[config.mk]
export PLATFORM = sky130hd
export DESIGN_NAME = control_multiciclo
export DESIGN_NICKNAME = d
export VERILOG_FILES = /design/src/rtl/control_multiciclo.sv
export SDC_FILE = /design/constraint.sdc
export NUM_CORES = 1
export LEC_CHECK = 0
export ABC_AREA = 1
export BUFFER_PORTS_ARGS = -buffer_cell sky130_fd_sc_hd__clkbuf_2
export CORE_AREA = 2 2 39 41
export CTS_CLUSTER_DIAMETER = 50
export DETAILED_ROUTE_END_ITERATION = 8
export DIE_AREA = 0 0 41 43
export GPL_ROUTABILITY_DRIVEN = 0
export PLACE_DENSITY_LB_ADDON = 0.2
export SLEW_MARGIN = 20
export SYNTH_ARGS = -nofsm -noshare
export SYNTH_HDL_FRONTEND = slang
export SYNTH_SLANG_ARGS = --single-unit
[constraint.sdc]
create_clock -name clk -period 2.3 [get_ports clk]
set_input_delay 0 -clock clk [delete_from_list [all_inputs] [get_ports clk]]
set_output_delay 0 -clock clk [all_outputs]
set_load 0.02 [all_outputs]
[src/rtl/control_multiciclo.sv]
`default_nettype none
// ============================================================================
// Module   : control_multiciclo
// Brief    : Moore control FSM for a multicycle MIPS subset (R-type, lw, sw,
//            beq, addi). Optional memory-ready handshake via macro MEM_WAIT_EN.
// Revision : 1.0 - initial release
// ============================================================================
module control_multiciclo (
   input  logic       clk,
   input  logic       rst,
   input  logic [5:0] op,
   input  logic       zflag,
`ifdef MEM_WAIT_EN
   input  logic       mem_listo,
`endif
   output logic       pcen,
   output logic       iord,
   output logic       memread,
   output logic       memwrite,
   output logic       irwrite,
   output logic       regdst,
   output logic       memreg,
   output logic       regwrite,
   output logic       alusrca,
   output logic [1:0] alusrcb,
   output logic [2:0] alop,
   output logic       pcsrc,
   output logic       fin,
   output logic       ilegal,
   output logic [3:0] estado
);

   localparam logic [5:0] c_OP_RTYPE = 6'b000000;
   localparam logic [5:0] c_OP_LW    = 6'b100011;
   localparam logic [5:0] c_OP_SW    = 6'b101011;
   localparam logic [5:0] c_OP_BEQ   = 6'b000100;
   localparam logic [5:0] c_OP_ADDI  = 6'b001000;

   typedef enum logic [3:0] {
      S_FETCH  = 4'd0,
      S_DECODE = 4'd1,
      S_MEMADR = 4'd2,
      S_MEMRD  = 4'd3,
      S_MEMWB  = 4'd4,
      S_MEMWR  = 4'd5,
      S_EXEC   = 4'd6,
      S_RTWB   = 4'd7,
      S_BRANCH = 4'd8,
      S_ADDIEX = 4'd9,
      S_ADDIWB = 4'd10
   } state_t;

   state_t r_state;
   state_t w_next;

   logic       w_mem_ok;
   logic       w_pcen, w_iord, w_memread, w_memwrite, w_irwrite;
   logic       w_regdst, w_memreg, w_regwrite, w_alusrca, w_pcsrc;
   logic       w_fin, w_ilegal;
   logic [1:0] w_alusrcb;
   logic [2:0] w_alop;

`ifdef MEM_WAIT_EN
   assign w_mem_ok = mem_listo;
`else
   assign w_mem_ok = 1'b1;
`endif

   always_ff @(posedge clk) begin
      if (rst) r_state <= S_FETCH;
      else     r_state <= w_next;
   end

   always_comb begin
      w_next     = S_FETCH;
      w_pcen     = 1'b0;
      w_iord     = 1'b0;
      w_memread  = 1'b0;
      w_memwrite = 1'b0;
      w_irwrite  = 1'b0;
      w_regdst   = 1'b0;
      w_memreg   = 1'b0;
      w_regwrite = 1'b0;
      w_alusrca  = 1'b0;
      w_alusrcb  = 2'b00;
      w_alop     = 3'b000;
      w_pcsrc    = 1'b0;
      w_fin      = 1'b0;
      w_ilegal   = 1'b0;
      case (r_state)
         S_FETCH: begin
            w_memread = 1'b1;
            w_irwrite = w_mem_ok;
            w_pcen    = w_mem_ok;
            w_alusrcb = 2'b01;
            w_next    = w_mem_ok ? S_DECODE : S_FETCH;
         end
         S_DECODE: begin
            // Branch target is precomputed here while the opcode is decoded
            w_alusrcb = 2'b11;
            case (op)
               c_OP_RTYPE:       w_next = S_EXEC;
               c_OP_LW, c_OP_SW: w_next = S_MEMADR;
               c_OP_BEQ:         w_next = S_BRANCH;
               c_OP_ADDI:        w_next = S_ADDIEX;
               default: begin
                  w_next   = S_FETCH;
                  w_ilegal = 1'b1;
               end
            endcase
         end
         S_MEMADR: begin
            w_alusrca = 1'b1;
            w_alusrcb = 2'b10;
            w_next    = (op == c_OP_LW) ? S_MEMRD : S_MEMWR;
         end
         S_MEMRD: begin
            w_memread = 1'b1;
            w_iord    = 1'b1;
            w_next    = w_mem_ok ? S_MEMWB : S_MEMRD;
         end
         S_MEMWB: begin
            w_regwrite = 1'b1;
            w_memreg   = 1'b1;
            w_fin      = 1'b1;
         end
         S_MEMWR: begin
            w_memwrite = 1'b1;
            w_iord     = 1'b1;
            w_fin      = w_mem_ok;
            w_next     = w_mem_ok ? S_FETCH : S_MEMWR;
         end
         S_EXEC: begin
            w_alusrca = 1'b1;
            w_alop    = 3'b010;
            w_next    = S_RTWB;
         end
         S_RTWB: begin
            w_regwrite = 1'b1;
            w_regdst   = 1'b1;
            w_fin      = 1'b1;
         end
         S_BRANCH: begin
            w_alusrca = 1'b1;
            w_alop    = 3'b001;
            w_pcsrc   = 1'b1;
            w_pcen    = zflag;
            w_fin     = 1'b1;
         end
         S_ADDIEX: begin
            w_alusrca = 1'b1;
            w_alusrcb = 2'b10;
            w_next    = S_ADDIWB;
         end
         S_ADDIWB: begin
            w_regwrite = 1'b1;
            w_fin      = 1'b1;
         end
         default: w_next = S_FETCH;
      endcase
   end

   // Strobes are masked while reset is held so nothing fires mid-reset
   assign pcen     = w_pcen     & ~rst;
   assign memread  = w_memread  & ~rst;
   assign memwrite = w_memwrite & ~rst;
   assign irwrite  = w_irwrite  & ~rst;
   assign regwrite = w_regwrite & ~rst;
   assign fin      = w_fin      & ~rst;
   assign ilegal   = w_ilegal   & ~rst;
   assign iord     = w_iord;
   assign regdst   = w_regdst;
   assign memreg   = w_memreg;
   assign alusrca  = w_alusrca;
   assign alusrcb  = w_alusrcb;
   assign alop     = w_alop;
   assign pcsrc    = w_pcsrc;
   assign estado   = rst ? 4'd0 : r_state;

endmodule
`default_nettype wire

==> metrics.md <==
| Metric | Value |
|---|---|
| Commonest cells after routing, fill and taps aside | clkbuf_2, nor2_1, inv_1, nand2_1, a21oi_1 |
| Core footprint | 0.00138 sq mm |
| Ys flop type | dfxtp_1 |
| Number of enable flip-flop cells after synthesis | 0 |
| Leak | 0.000393 uW |
| CP Cell Sequence | inv_1 > nor2_1 > inv_1 > nor2_1 > nor2_1 > a21oi_1 > clkbuf_2 |
| Antenna cell count | 0 |
| Placed cell area | 633 sq um |
| CP Buf/Inv Count | 3 |
| Kind of cell adding the most delay to the critical path | buffers and inverters |
| Layout cells sized above 1 | 30.6% |
| Worst Skew | 0.00293 ns |
| Internal | 150 uW |
| Reg-to-Reg End | r_state[2] |
| RR Startpoint | r_state[0] |
| Met1 usage | a little over 20% |
| Final Cycle Share | 63.3% |
| Total of max-cap violations | 0 |
| Maximum vdd drop | 197 uV |
| Die Ht | 43 microns |
| Netlist cell types | 16 |
| Number of vias per cell | 4.58 |
| DPL Wire Length | 1100 microns |
| Final WL | 1290 microns |
| Initial DRT Pass Iterations | 4 |
| Stages on the worst setup path | 7 |
| Vias in the first global route | 513 |
| WP data arrival | 1.46 ns |
| Gr usage total | between 10% and 20% |
| Hold-fix buffers, CTS | 0 |
| Status | finished, final reports clean |
| PwrDens | 342 mW/mm^2 |
| Clock power share | 38.5% |
| Number of clock sinks | 4 |
| Synth Warn # | 0 |
| Finished Layout Cells | 140 |
| Net load switching power | 73.6 uW |
| Setup crit end | fin |
| Worst Setup SP | r_state[0] |
| Largest net degree at the start of global routing | 14 |
| Initial antenna violation count | 0 |
| Sw frac | 32.9% |
| Fmax | slightly below 700 MHz |
| Top reg by flops | r_state |
| Setup Buffers After CTS | 0 |
| GR peak layer | met2 |
| Max incr delay on CP | 0.35 ns |
| Clk Latency, worst-skew pair | 0.23 ns |
| Inst Count DP | roughly 140 |
| Seq/Total Area, Yosys | between 15 and 20% |
| Worst-case clock buffer depth | 2 |
| Worst EP required | 2.30 ns |
| Die Wd | 41 microns |
| Final Hold Fails | 0 |
| Vias | approximately 640 |
| Root Buffer | clkbuf_4 |
| RSZ-0062 raised after global routing | no |
| GR Util met2 | 25.0% |
| Top flop regs | r_state (4) |
| Min Tclk post-route | ~1.5 ns |
| WL/cell | between 9 and 10 microns |
| Site Rows | 14 |
| Number of DRC violations after detailed-routing iteration 0 | 16 |
| R2R setup slack | 1.18 ns |
| Min-delay worst type | primary input to register |
| Cell Area, Synth | between 400 and 500 sq um |
| Reg2reg path depth | 8 |
| Top Ports | 30 |
| Starting density of the core | between 30% and 40% |
| H-tree Lvls | 1 |
| CTS tree | built |
| Most frequent CP cell | nor2_1 |
| Crit-path max FO | 5 |
| Layout area overhead | 35.4% |
| CP startpoint kind | register |
| Dpl ws | 1.10 ns |
| Synthesis-stage register bit count | 4 |
| M3 GR Usage | 1.57% |
| Post-Syn Area per Cell | 5.10 sq um |
| Resized Gates After CTS | 0 |
| Aggregate global routing overflow | 0 |
| Fin nets | 135 |
| CTS clk-pin slew, worst paths | 0.04 ns |
| Setup violators final | 0 |
| Async S/R FF share, synth | 0% |
| Crit end category | output pin |
| CP max stage cell | dfxtp_1 |
| DRC Markers | 0 |
| Antenna-violating nets left | 0 |
| Design Area, Final | 656 sq um |
| Most common cell after layout, fill and taps aside | clkbuf_2 |
| Number of buffers created by CTS | 3 |
| # fillers | 155 |
| I/O Buffers | 28 |
| Syn nets | 104 |
| Combinational Power Share | 28.7% |
| Die area | 0.00176 sq mm |
| First-pass GRT wire length | a little over 2000 microns |
| Setup ws final | 0.844 ns |
| Max FFs per register | 4 |
| Fin Setup TNS | 0 ns |
| Slew Viols, Final | 0 |
| Sequential share of power | 32.8% |
| Mapped Cells | 95 |
| WS Path Type | register to output pin |
| Worst hold slack | 0.105 ns |
## area by class of cell
type | instances | area [sq um] | area share (%)
Multi-Input combinational cell | 70 | 322 | 49.0
Timing Repair Buffer | 28 | 140 | 21.4
Sequential cell | 4 | 80.1 | 12.2
Inverter | 19 | 71.3 | 10.9
Clock buffer | 3 | 22.5 | 3.44
Tap cell | 16 | 20.0 | 3.05
## metrics by stage
stage / power, uW / util, %
after global routing: 236 / 47.4
after CTS: 228 / 47.4
after floorplan: 118 / -
after detailed placement: 139 / 45.8
after global placement: 138 / 45.8
final: 224 / 47.4
## Yosys cell counts (2+ instances only)
master	number	area, sq um
nor3_1	2	10.0
dfxtp_1	4	80.1
nor2_4	4	45.0
nand2_1	18	67.6
o21ai_0	2	10.0
nand3_1	6	30.0
nor2_1	26	97.6
inv_1	18	67.6
a21oi_1	8	40.0
## worst min path at each step
stage	startpoint	end	slack [ns]	depth (start not counted)
6_report	rst	r_state[0]	0.10	2
5_1_grt	rst	r_state[3]	0.14	2
4_1_cts	op[3]	r_state[0]	0.11	5
3_5_place_dp	zflag	pcen	0.33	4
3_3_place_gp	zflag	pcen	0.34	4
2_1_floorplan	rst	r_state[3]	0.07	1
## power groups by stage
stage / combinational (uW) / sequential (uW) / clock, uW
6_report: 64.2 / 73.4 / 86.3
5_1_grt: 71.5 / 73.4 / 91.4
4_1_cts: 64.9 / 73.3 / 89.7
3_5_place_dp: 64.6 / 74.3 / 0
3_3_place_gp: 63.9 / 74.3 / 0
2_1_floorplan: 43.8 / 73.9 / 0
## cells by family after synthesis
logic type | synth area share (%)
AOI/OAI and AO/OA | 11.4
buffers and inverters | 17.1
DFF | 16.5
other | 0.774
and+or+nand+nor | 54.3
## per-layer routing
metal | wire length (microns) | share of wire [%]
met4 | 31 | 2.4
met2 | 583 | 45
met3 | 88 | 6.8
met1 | 583 | 45
met5 | 0 | 0
## worst register-to-register path: stages, from the launching register on
cell     delay (ns)
dfxtp_1        0.35
inv_1          0.10
nor2_1         0.13
inv_1          0.10
nor2_4         0.13
nand2_1        0.07
nand3_1        0.06
nand2_1        0.06
inv_1          0.05
Power figures use the tool's default switching activity.
